==> config.mk <==
export PLATFORM = sky130hd
export DESIGN_NAME = ps2_kbd_rx_flat
export DESIGN_NICKNAME = d
export VERILOG_FILES = /design/src/rtl/ps2_kbd_rx_if.sv /design/src/rtl/ps2_kbd_rx.sv /design/src/flat_wrapper.sv
export SDC_FILE = /design/constraint.sdc
export NUM_CORES = 1
export LEC_CHECK = 0
export CAP_MARGIN = 0
export CORE_UTILIZATION = 65
export CTS_BUF_LIST = sky130_fd_sc_hd__clkbuf_8
export DETAILED_ROUTE_END_ITERATION = 8
export PLACE_DENSITY = 0.89
export SYNTH_ARGS = -nofsm -noshare
export SYNTH_HDL_FRONTEND = slang
export SYNTH_SLANG_ARGS = --single-unit
==> constraint.sdc <==
create_clock -name clk -period 9.8 [get_ports clk]
set_clock_uncertainty 0.15 [all_clocks]
set_input_delay 1.47 -clock clk [delete_from_list [all_inputs] [get_ports clk]]
set_output_delay 1.47 -clock clk [all_outputs]
set_load 0.1 [all_outputs]
==> src/rtl/ps2_kbd_rx_if.sv <==
// Raw scan-code FIFO read port of the PS/2 keyboard receiver.
// The receiver is the master; the consumer pops bytes through the slave side.
interface ps2_kbd_rx_if;
  logic       fifo_valid;
  logic [7:0] fifo_data;
  logic       fifo_rd;

  modport master (output fifo_valid, output fifo_data, input fifo_rd);
  modport slave  (input fifo_valid, input fifo_data, output fifo_rd);
endinterface

==> src/rtl/ps2_kbd_rx.sv <==
// PS/2 keyboard receiver: deserialises and validates frames, buffers raw bytes
// in a FIFO and tracks the currently held key plus a press counter.
module ps2_kbd_rx #(
  parameter int unsigned FIFO_DEPTH = 8,
  parameter int unsigned TIMEOUT    = 50000
) (
  input  logic               clk,
  input  logic               rst,
  input  logic               ps2_clk,
  input  logic               ps2_data,
  ps2_kbd_rx_if.master       bus,
  output logic               overflow,
  output logic               frame_err,
  output logic [7:0]         cur_code,
  output logic               key_down,
  output logic [7:0]         press_cnt
);

  localparam int unsigned AW = $clog2(FIFO_DEPTH);
  localparam int unsigned CW = AW + 1;
  localparam int unsigned TW = $clog2(TIMEOUT + 1);
  localparam logic [7:0] CODE_EXT = 8'hE0;
  localparam logic [7:0] CODE_BRK = 8'hF0;

  logic                         clk_s1_q, clk_s1_d, clk_s2_q, clk_s2_d, clk_prev_q, clk_prev_d;
  logic                         dat_s1_q, dat_s1_d, dat_s2_q, dat_s2_d;
  logic [3:0]                   bit_cnt_q, bit_cnt_d;
  logic [9:0]                   frame_q, frame_d;
  logic [TW-1:0]                to_cnt_q, to_cnt_d;
  logic                         frame_err_q, frame_err_d;
  logic [FIFO_DEPTH-1:0][7:0]   mem_q, mem_d;
  logic [AW-1:0]                wr_ptr_q, wr_ptr_d, rd_ptr_q, rd_ptr_d;
  logic [CW-1:0]                count_q, count_d;
  logic                         fifo_valid_q, fifo_valid_d;
  logic                         overflow_q, overflow_d;
  logic [7:0]                   cur_code_q, cur_code_d;
  logic                         key_down_q, key_down_d;
  logic [7:0]                   press_cnt_q, press_cnt_d;
  logic                         brk_q, brk_d;

  logic       fall_c, stop_c, good_c, rd_en_c, wr_en_c, full_c;
  logic [7:0] byte_c;

  always_comb begin
    clk_s1_d     = ps2_clk;
    clk_s2_d     = clk_s1_q;
    clk_prev_d   = clk_s2_q;
    dat_s1_d     = ps2_data;
    dat_s2_d     = dat_s1_q;
    bit_cnt_d    = bit_cnt_q;
    frame_d      = frame_q;
    to_cnt_d     = to_cnt_q;
    mem_d        = mem_q;
    wr_ptr_d     = wr_ptr_q;
    rd_ptr_d     = rd_ptr_q;
    overflow_d   = overflow_q;
    cur_code_d   = cur_code_q;
    key_down_d   = key_down_q;
    press_cnt_d  = press_cnt_q;
    brk_d        = brk_q;

    // Frame bits shift in LSB first: frame_q[0]=start, [8:1]=data, [9]=parity.
    fall_c = clk_prev_q & ~clk_s2_q;
    stop_c = fall_c && (bit_cnt_q == 4'd10);
    byte_c = frame_q[8:1];
    good_c = stop_c && !frame_q[0] && (^frame_q[9:1]) && dat_s2_q;
    frame_err_d = stop_c && !good_c;

    if (fall_c) begin
      to_cnt_d = '0;
      if (bit_cnt_q == 4'd10) begin
        bit_cnt_d = 4'd0;
      end else begin
        bit_cnt_d = bit_cnt_q + 4'd1;
        frame_d   = {dat_s2_q, frame_q[9:1]};
      end
    end else if (bit_cnt_q != 4'd0) begin
      if (to_cnt_q == TW'(TIMEOUT - 1)) begin
        bit_cnt_d = 4'd0;
        to_cnt_d  = '0;
      end else begin
        to_cnt_d = to_cnt_q + TW'(1);
      end
    end

    // A full FIFO still accepts a write when the head is popped in the same cycle.
    full_c  = (count_q == CW'(FIFO_DEPTH));
    rd_en_c = bus.fifo_rd && (count_q != '0);
    wr_en_c = good_c && (!full_c || rd_en_c);
    if (wr_en_c) begin
      mem_d[wr_ptr_q] = byte_c;
      wr_ptr_d        = wr_ptr_q + AW'(1);
    end
    if (rd_en_c) rd_ptr_d = rd_ptr_q + AW'(1);
    if (good_c && !wr_en_c) overflow_d = 1'b1;
    count_d      = count_q + CW'(wr_en_c) - CW'(rd_en_c);
    fifo_valid_d = (count_d != '0);

    // Make/break tracker; E0 prefixes are transparent so extended keys report their base code.
    if (good_c) begin
      if (byte_c == CODE_EXT) begin
        brk_d = brk_q;
      end else if (byte_c == CODE_BRK) begin
        brk_d = 1'b1;
      end else if (brk_q) begin
        brk_d = 1'b0;
        if (byte_c == cur_code_q) begin
          key_down_d = 1'b0;
          cur_code_d = 8'h00;
        end
      end else if (!key_down_q || (byte_c != cur_code_q)) begin
        cur_code_d  = byte_c;
        key_down_d  = 1'b1;
        press_cnt_d = press_cnt_q + 8'd1;
      end
    end
  end

  always_ff @(posedge clk or posedge rst) begin
    if (rst) begin
      clk_s1_q     <= 1'b1;
      clk_s2_q     <= 1'b1;
      clk_prev_q   <= 1'b1;
      dat_s1_q     <= 1'b1;
      dat_s2_q     <= 1'b1;
      bit_cnt_q    <= 4'd0;
      frame_q      <= '0;
      to_cnt_q     <= '0;
      frame_err_q  <= 1'b0;
      mem_q        <= '0;
      wr_ptr_q     <= '0;
      rd_ptr_q     <= '0;
      count_q      <= '0;
      fifo_valid_q <= 1'b0;
      overflow_q   <= 1'b0;
      cur_code_q   <= 8'h00;
      key_down_q   <= 1'b0;
      press_cnt_q  <= 8'h00;
      brk_q        <= 1'b0;
    end else begin
      clk_s1_q     <= clk_s1_d;
      clk_s2_q     <= clk_s2_d;
      clk_prev_q   <= clk_prev_d;
      dat_s1_q     <= dat_s1_d;
      dat_s2_q     <= dat_s2_d;
      bit_cnt_q    <= bit_cnt_d;
      frame_q      <= frame_d;
      to_cnt_q     <= to_cnt_d;
      frame_err_q  <= frame_err_d;
      mem_q        <= mem_d;
      wr_ptr_q     <= wr_ptr_d;
      rd_ptr_q     <= rd_ptr_d;
      count_q      <= count_d;
      fifo_valid_q <= fifo_valid_d;
      overflow_q   <= overflow_d;
      cur_code_q   <= cur_code_d;
      key_down_q   <= key_down_d;
      press_cnt_q  <= press_cnt_d;
      brk_q        <= brk_d;
    end
  end

  // When empty, keep showing the most recently popped entry.
  assign bus.fifo_data  = fifo_valid_q ? mem_q[rd_ptr_q] : mem_q[rd_ptr_q - AW'(1)];
  assign bus.fifo_valid = fifo_valid_q;
  assign overflow       = overflow_q;
  assign frame_err      = frame_err_q;
  assign cur_code       = cur_code_q;
  assign key_down       = key_down_q;
  assign press_cnt      = press_cnt_q;

endmodule

==> src/flat_wrapper.sv <==
// flat-port wrapper written by rule: the top's interface ports become plain ports
module ps2_kbd_rx_flat 
#(
  parameter int unsigned FIFO_DEPTH = 8,
  parameter int unsigned TIMEOUT    = 50000
)
  (clk, rst, ps2_clk, ps2_data, overflow, frame_err, cur_code, key_down, press_cnt, bus_fifo_valid, bus_fifo_data, bus_fifo_rd);
  ps2_kbd_rx_if bus_i ();
  input  logic clk;
  input  logic rst;
  input  logic ps2_clk;
  input  logic ps2_data;
  output logic overflow;
  output logic frame_err;
  output logic [7:0] cur_code;
  output logic key_down;
  output logic [7:0] press_cnt;
  output wire logic [$bits(bus_i.fifo_valid)-1:0] bus_fifo_valid;
  output wire logic [$bits(bus_i.fifo_data)-1:0] bus_fifo_data;
  input wire logic [$bits(bus_i.fifo_rd)-1:0] bus_fifo_rd;
  assign bus_fifo_valid = bus_i.fifo_valid;
  assign bus_fifo_data = bus_i.fifo_data;
  assign bus_i.fifo_rd = bus_fifo_rd;
  ps2_kbd_rx #(.FIFO_DEPTH(FIFO_DEPTH), .TIMEOUT(TIMEOUT)) u_core (.clk(clk), .rst(rst), .ps2_clk(ps2_clk), .ps2_data(ps2_data), .bus(bus_i), .overflow(overflow), .frame_err(frame_err), .cur_code(cur_code), .key_down(key_down), .press_cnt(press_cnt));
endmodule
**Word-level counts from Yosys, hierarchy flattened**

Index checks and enable logic that the tools add are counted.

- Add/sub/neg operators: 8
- $mul: 0
- Div/mod/pow operators: 0
- Magnitude comparators: 4
- Eq/ne operators: 8
- Shift operators: 0
- Mux-type cells: 22
- Bitwise operators: 6
- Reduce and logical (&&, ||, !) cells: 28

Operators with widths:

| kind | number |
|---|---|
| $bwmux W64 | 1 |
| $mux W8 | 7 |
| $bmux W8 S3 | 2 |
| $mux W16 | 3 |
| $demux W8 S3 | 1 |
| $add A16 B1 Y16 const B | 1 |
| $eq A16 B16 Y1 const B | 1 |
| $eq A8 B8 Y1 const B | 2 |
| $mux W4 | 4 |
| $lt A3 B4 Y1 const B | 3 |
| $reduce_bool A4 Y1 | 3 |
| $reduce_and A5 Y1 | 2 |
| $logic_and A1 B1 Y1 | 9 |
| $reduce_xor A9 Y1 | 1 |
| $add A8 B1 Y8 const B | 1 |
| $eq A4 B4 Y1 const B | 2 |
| $eq A8 B8 Y1 | 1 |
| $ne A8 B8 Y1 | 1 |
| $add A3 B1 Y3 const B | 2 |
| $reduce_and A2 Y1 | 3 |
| $reduce_bool A2 Y1 | 3 |
| $logic_not A1 Y1 | 5 |
| $not A1 Y1 | 5 |
| $add A4 B1 Y4 | 1 |
| 8 further kinds | 12 |

- Register bits: 130
- Bits in latches: 0
- Memory bits (writable): 0
- Bits in read-only memories: 0
- Bits of input ports: 5
- Output and inout bits: 28
- Logic and storage cells: 102
- Memories: 0

**Longest topological paths before layout**

Gate-level depths: netlist of run 1.

- Depth in word-level cells: 10
- Gate-level depth with buffers: 12

**Least setup slack after synthesis of run 1**

No wires, ideal clock.

- Kind: reg-to-output
- From: register u_core.rd_ptr_q[0]
- To: output bus_fifo_data[3]
- Data arrival time: 4.290 ns
- Required time: 8.180 ns
- Path slack: 3.890 ns
- Stages on the path, launching flop included: 13
- Buffers on the path: 6
- Cell sequence: dfrtp_1 -> buf_2 -> buf_2 -> buf_2 -> buf_2 -> inv_1 -> ha_1 -> clkbuf_1 -> buf_1 -> mux4_2 -> and2_1 -> a211oi_1 -> a21oi_1

- Longest elaborated chain between the ends: 4

Ends and longest elaborated chain:

| element | RTL line | text |
|---|---|---|
| from (decl) | ps2_kbd_rx.sv:32 | `logic [AW-1:0] wr_ptr_q, wr_ptr_d, rd_ptr_q, rd_ptr_d;` |
| from (signal assigned) | ps2_kbd_rx.sv:152 | `rd_ptr_q <= rd_ptr_d;` |
| $sub A3 B1 Y3 | ps2_kbd_rx.sv:164 | `assign bus.fifo_data = fifo_valid_q ? mem_q[rd_ptr_q] : mem_q[rd_ptr_q - AW'(1)];` |
| $bmux W8 S3 | ps2_kbd_rx.sv:164 |  |
| $mux W8 (not written as such) | ps2_kbd_rx.sv:164 |  |
| $mux W8 * | ps2_kbd_rx.sv:164 |  |
| to (decl) | flat_wrapper.sv:19 | `output wire logic [$bits(bus_i.fifo_data)-1:0] bus_fifo_data;` |

Mark *: on every way between the ends. The rest lies on a longest branch, timed or not. The select of a mux whose other input is x is not followed.

**Worst setup path after layout of run 1**

- From: register u_core.rd_ptr_q[1]
- To: output bus_fifo_data[1]

The elaborated chain is that of the path after synthesis.

==> run_results.csv, run 1 <==
group,metric,value,unit
clocking,cts.sinks,130,
worst_setup_path,critPathMaxStageDelay,1.01,ns
sta,period_share,0.603,
global_routing,gr-usage-all-layers,0.290,
sta,layout_min_cycle_time,5.91,ns
worst_setup_path,critPathLaunchType,"flip-flop",
synth,avgSynthCellArea,12.6,um2
synth,ys_ff_latch,130,
clocking,cts_tree,"yes",
sta,maxSlewViolCount,0,
drt,drt-vias-per-instance,6.43,
drt,firstDrtPassIters,5,
sta,setup_slack,3.89,ns
synth,synthCells,540,
power_and_ir_drop,p_leak,3.61,nW
die,pin_count,33,
clocking,clk_path_buf_depth,2,
sta,rsz0062_at_grt,"false",
power_and_ir_drop,power_frac_seq,0.411,
power_and_ir_drop,p_clk_frac,0.257,
final_layout,seq_area,3260,um2
worst_setup_path,path_buf_inv,2,
placed_design,hpwl,9330,um
worst_setup_path,worst-setup-path-type,"flip-flop to output pin",
global_routing,grt_pass1_wl,23900,um
final_layout,multi_input_area,3330,um2
final_layout,syn_to_final_growth,11.1,%
placed_design,gp_congestion,0.816,
sta,finalSetupViolCount,0,
final_layout,fill_cells,615,
placed_design,place_ws,4.31,ns
placed_design,placement.io_buffers,32,
die,die_h,104,um
worst_setup_path,end_kind,"output pin",
sta,worst_slew_pin_slew,1.09,ns
sta,finalSetupTns,0,ns
clocking,post_cts_resized,0,
die,start_util,0.667,
sta,max_freq,169,MHz
sta,maxSlewHeadroom,0.274,
drt,drt-total-wl,14000,um
global_routing,grt_pass1_vias,4646,
status,outcome,"finished clean",
drt,drc,0,
worst_setup_path,cp.arrival,4.29,ns
power_and_ir_drop,power_per_cell_area,228,nW/um2
die,dieArea,10900,um2
power_and_ir_drop,ir_drop,0.160,mV
synth,yosysWarnings,0,
worst_setup_path,slowest_stage,"clkdlybuf4s50_1",
synth,syn-num-nets,565,
drt,detail_route.wl_per_cell,19.7,um
drt,vias,4567,
clocking,cts_buffers,17,
clocking,clk_latency,0.44,ns
synth,yosys.area.top_type_share,0.459,
hold_path,hold_class,"flip-flop to flip-flop",
sta,final_hold_viol_count,0,
synth,yosysSeqAreaShare,0.478,
power_and_ir_drop,power.share.switching,0.383,
drt,drtAntennaViolNets,0,
final_layout,fin_nets,586,
die,die_w,104,um
drt,drtIter0Drc,332,
power_and_ir_drop,p_int,1.06,mW
global_routing,antenna_found_initial,0,
worst_setup_path,worstPathMaxFanout,18,
final_layout,final_common_cell,"dfrtp_1",
final_layout,antennaDiodeCount,0,
die,rows,37,
worst_setup_path,cpLargestDelayFamily,"buffers and inverters",
clocking,cts-root-buf,"clkbuf_8",
die,core-area,10200,um2
synth,synth.area.top_cells,"dfrtp_1, mux4_2, mux2_2",
job,drv_cap,0,
final_layout,final_cell_mix,"dfrtp_1, mux2_2, nand2_1",
global_routing,globalRoute.totalOverflow,0,
final_layout,drive_gt1_frac,0.197,
worst_setup_path,worstPathRequired,8.18,ns
synth,yosys.area.top_type,"dfrtp_1",
synth,ys_types,53,
clocking,cts_hold_buf,0,
power_and_ir_drop,switchingPower,0.661,mW
synth,syn_area,6820,um2
global_routing,grt_max_degree,76,
clocking,ctsHtreeMaxLevel,4,
worst_setup_path,cp_cell_sequence,"inv_1, ha_1, mux4_2, a211oi_1, a21oi_1, clkdlybuf4s50_1",
clocking,postCtsSetupBuffers,0,
clocking,clk_pin_slew,0.07,ns
power_and_ir_drop,combPwrFrac,0.332,
-- cell usage after synthesis, drive strengths merged --
master  instances
dfrtp         125
mux2           67
nand2          34
mux4           32
inv            22
o21ai          21
ha             19
xnor2          18
clkbuf         17
nor2           17
buf            16
xor2           14
a22o           13
nand4          13
a21oi          11
nand3          11
nor3           11
and2            9
mux2i           9
a211oi          8
and3            8
nor4            7
dfstp           5
nor2b           4
nand4b          3
o31ai           3
a21boi          2
a31oi           2
and3b           2
and4bb          2
nand2b          2
o21bai          2
a21o            1
and4            1
and4b           1
fa              1
nand3b          1
nor4b           1
nor4bb          1
o21a            1
or3b            1
or4             1
xnor3           1
-- area by class of cell --
cell class / instances / area share
Tap cell: 136 / 0.0225
Clock inverter: 12 / 0.0154
Clock buffer: 20 / 0.0363
Multi-Input combinational cell: 355 / 0.439
Inverter: 22 / 0.0112
Timing Repair Buffer: 35 / 0.0452
Sequential cell: 130 / 0.430
-- power by group through the flow --
stage	registers (mW)	clock network (mW)	logic (mW)
after floorplan	0.692	0	0.473
after global placement	0.710	0	0.545
after detailed placement	0.717	0	0.568
after CTS	0.708	0.451	0.578
after global routing	0.722	0.475	0.628
final	0.710	0.444	0.573
-- stage by stage --
step | std cells | area (um2) | utilization | power, mW | hold slack, ns
3_3_place_gp | 678 | 7190 | 0.702 | 1.25 | 0.196
3_5_place_dp | 678 | 7190 | 0.702 | 1.28 | 0.197
2_1_floorplan | 540 | 6820 | - | 1.16 | 0.195
5_1_grt | 710 | 7580 | 0.741 | 1.82 | 0.215
6_report | 710 | 7580 | 0.741 | 1.73 | 0.207
4_1_cts | 710 | 7580 | 0.741 | 1.74 | 0.207
-- routing by layer --
layer	wire length, um	track usage	part of all wire	up-vias
met2	7190	0.459	0.51	148
met3	676	0.0708	0.048	32
met4	335	0.122	0.024	0
li1	-	-	-	2010
met5	0	0	0	-
met1	5790	0.385	0.41	2377
-- cells by family after synthesis --
logic type / Yosys count / share of synthesized area
fa+ha+maj: 20 / 0.0378
xor+xnor: 33 / 0.0473
mux: 108 / 0.230
simple gates: 130 / 0.113
flops: 130 / 0.478
compound gates: 64 / 0.0607
buf+inv: 55 / 0.0341
-- registers in the layout, summed over array words and instances (netlist names) --
name                   count
u_core.mem_q              64
u_core.frame_err           1
u_core.bus.fifo_valid      1
u_core.overflow            1
u_core.to_cnt_q           16
u_core.frame_q            10
u_core.key_down            1
u_core.clk_prev_d          1
u_core.dat_s1_q            1
u_core.bit_cnt_q           4
u_core.rd_ptr_q            3
u_core.count_q             4
u_core.brk_q               1
u_core.press_cnt           8
u_core.clk_s1_q            1
u_core.dat_s2_q            1
u_core.clk_prev_q          1
u_core.cur_code            8
u_core.wr_ptr_q            3
-- path summary, 6_finish.rpt --
kind	from	end	slack [ns]	depth (start not counted)
max in group asynchronous	rst	u_core.rd_ptr_q[1]	6.79	3
min reg2reg	u_core.dat_s1_q	u_core.dat_s2_q	0.21	0
min	u_core.dat_s1_q	u_core.dat_s2_q	0.21	0
max reg2reg	u_core.frame_q[5]	u_core.bus.fifo_valid	6.21	10
max	u_core.rd_ptr_q[1]	bus_fifo_data[1]	3.89	6
min in group asynchronous	rst	u_core.mem_q[54]	1.45	2
-- worst reg2reg max path: cells and delay by family (launching register included) --
kind	cells	cell delay (ns)
xor+xnor	2	0.66
fa+ha+maj	3	1.00
simple gates	2	0.80
flops	1	0.61
buf+inv	3	0.23
No activity file was read; power rests on OpenSTA's default activity.
==> inputs of run 2 (changes only) <==
--- a/config.mk
+++ b/config.mk
@@ -6,10 +6,10 @@
 export NUM_CORES = 1
 export LEC_CHECK = 0
 export CAP_MARGIN = 0
-export CORE_UTILIZATION = 65
+export CORE_UTILIZATION = 57
 export CTS_BUF_LIST = sky130_fd_sc_hd__clkbuf_8
 export DETAILED_ROUTE_END_ITERATION = 8
-export PLACE_DENSITY = 0.89
+export PLACE_DENSITY = 0.83
 export SYNTH_ARGS = -nofsm -noshare
 export SYNTH_HDL_FRONTEND = slang
 export SYNTH_SLANG_ARGS = --single-unit
==> constraint.sdc (replaced) <==
create_clock -name clk -period 4.9 [get_ports clk]
set_clock_uncertainty 0.15 [all_clocks]
set_input_delay 0.735 -clock clk [delete_from_list [all_inputs] [get_ports clk]]
set_output_delay 0.735 -clock clk [all_outputs]
set_load 0.1 [all_outputs]
==> run_results.csv, run 2 (synthesized netlist as in run 1, its figures left out) <==
group,metric,value,unit
sta,layout_min_cycle_time,4.10,ns
final_layout,final_cell_mix,"dfrtp_1, mux2_2, nand2_1, mux2_1, mux4_2",
global_routing,grt_max_degree,63,
worst_setup_path,r2r-start,"u_core.frame_q[5]",
placed_design,placed_cells,687,
worst_setup_path,end_kind,"output pin",
global_routing,globalRoute.totalOverflow,0,
sta,max_freq,244,MHz
global_routing,gr-max-usage-layer,"met2",
clocking,clk_path_buf_depth,2,
global_routing,gr-usage-all-layers,0.252,
worst_setup_path,worstPathRequired,4.01,ns
final_layout,final_cells,719,
final_layout,largest_register,"u_core.mem_q",
worst_setup_path,critPathLaunchType,"flip-flop",
placed_design,placement.io_buffers,32,
worst_setup_path,worstPathMaxFanout,18,
power_and_ir_drop,switchingPower,1.34,mW
power_and_ir_drop,power.share.switching,0.373,
die,start_util,0.592,
global_routing,grt_pass1_wl,24100,um
worst_setup_path,rr_endpoint,"u_core.bus.fifo_valid",
status,violations,"design-rule violations",
worst_setup_path,worst-setup-path-type,"flip-flop to output pin",
final_layout,drive_gt1_frac,0.217,
worst_setup_path,cpLargestDelayFamily,"adder cells",
global_routing,antenna_found_initial,0,
sta,worst_slew_pin_slew,1.02,ns
clocking,cts.sinks,130,
sta,finalSetupTns,0,ns
power_and_ir_drop,p_leak,3.70,nW
drt,drtAntennaViolNets,0,
clocking,ctsHtreeMaxLevel,4,
global_routing,grt_use_met3,0.0523,
power_and_ir_drop,p_clk_frac,0.272,
global_routing,met2_usage,0.405,
die,rows,39,
drt,drc,6,
global_routing,use_met1,0.331,
global_routing,grt_pass1_vias,4579,
die,core-area,11500,um2
worst_setup_path,cp.arrival,3.21,ns
die,die_h,111,um
final_layout,largest_reg_flops,64,
worst_setup_path,rrSetupSlack,1.28,ns
job,drv_cap,0,
drt,drt-vias-per-instance,6.36,
power_and_ir_drop,power_frac_seq,0.386,
placed_design,hpwl,9770,um
sta,final_hold_viol_count,0,
placed_design,post_dp_cell_area,7310,um2
drt,vias,4573,
clocking,clk_latency,0.44,ns
final_layout,reg.largest.list,"u_core.mem_q (64), u_core.to_cnt_q (16), u_core.frame_q (10)",
placed_design,gp_congestion,0.828,
final_layout,fin_area,7740,um2
final_layout,antennaDiodeCount,0,
sta,maxSlewHeadroom,0.318,
power_and_ir_drop,p_int,2.25,mW
sta,period_share,0.836,
sta,rsz0062_at_grt,"false",
clocking,cts_hold_buf,0,
worst_setup_path,slowest_stage,"ha_1",
hold_path,hold_class,"flip-flop to flip-flop",
sta,finalSetupViolCount,0,
die,pin_count,33,
sta,maxSlewViolCount,0,
hold_path,min_from,"u_core.dat_s1_q",
die,dieArea,12400,um2
clocking,postCtsSetupBuffers,0,
hold_path,worstHoldPathCells,0,
final_layout,syn_to_final_growth,13.5,%
drt,firstDrtPassIters,6,
clocking,clk_pin_slew,0.07,ns
drt,drt-total-wl,14700,um
worst_setup_path,path_buf_inv,3,
final_layout,final_common_cell,"dfrtp_1",
final_layout,fin_nets,588,
power_and_ir_drop,power_per_cell_area,464,nW/um2
power_and_ir_drop,ir_drop,0.271,mV
clocking,cts-root-buf,"clkbuf_8",
clocking,cts_tree,"yes",
status,outcome,"complete, but fails checks",
worst_setup_path,critPathMaxStageDelay,0.80,ns
hold_path,hold_end,"u_core.dat_s2_q",
clocking,post_cts_resized,0,
drt,detail_route.wl_per_cell,20.4,um
worst_setup_path,r2r.worst_path.cells,10,
worst_setup_path,cp_cell_sequence,"buf_4, inv_1, ha_1, mux4_2, and2_1, a211oi_1, a21oi_2, buf_12",
drt,drtIter0Drc,322,
die,die_w,111,um
power_and_ir_drop,combPwrFrac,0.342,
clocking,cts_buffers,17,
## run 2: power by group through the flow
stage               registers, mW  logic, mW  clock network (mW)
floorplan                    1.38      0.950                   0
global placement             1.39       1.17                   0
detailed placement           1.40       1.22                   0
CTS                          1.39       1.23               0.989
global route                 1.41       1.33                1.03
finish                       1.39       1.23               0.976
## run 2: how the worst max path moves through the flow
| stage | startpoint | end | slack (ns) | depth (start not counted) |
|---|---|---|---|---|
| after floorplan | u_core.rd_ptr_q[0] | bus_fifo_data[0] | 0.09 | 11 |
| after global placement | bus_fifo_rd | u_core.bus.fifo_valid | 1.40 | 9 |
| after detailed placement | u_core.rd_ptr_q[1] | bus_fifo_data[4] | 1.29 | 8 |
| after CTS | u_core.rd_ptr_q[1] | bus_fifo_data[4] | 0.79 | 8 |
| after global routing | u_core.rd_ptr_q[1] | bus_fifo_data[4] | 0.63 | 8 |
| final | u_core.rd_ptr_q[1] | bus_fifo_data[4] | 0.80 | 8 |
## run 2: metrics by stage
step	worst slack [ns]	total power, mW	util	hold slack [ns]
2_1_floorplan	0.0856	2.33	-	0.195
3_3_place_gp	1.40	2.56	0.635	0.196
3_5_place_dp	1.29	2.62	0.635	0.197
4_1_cts	0.794	3.61	0.672	0.210
5_1_grt	0.625	3.77	0.672	0.214
6_report	0.804	3.59	0.672	0.207
## run 2: worst reg2reg max path, cell delays in order (launching register included)
cell and delay [ns]:
dfrtp_1 0.59, inv_1 0.11, ha_1 0.33, xnor3_2 0.42, xnor2_4 0.25, and3_1 0.30, ha_1 0.20, inv_1 0.06
fa_1 0.48, inv_1 0.06, or4_1 0.54
## run 2: layout make-up
type,instances,area (um2)
fill,797,3780
sequential,130,3260
multi-input combinational,355,3350
tap,143,179
inverter,22,85.1
clock buffer,20,275
timing repair buffer,37,438
clock inverter,12,151
## run 2: metal layers
metal	routed length, um	up-vias
met4	458	0
met3	718	45
met2	7400	157
li1	-	2026
met1	6080	2345
met5	0	-
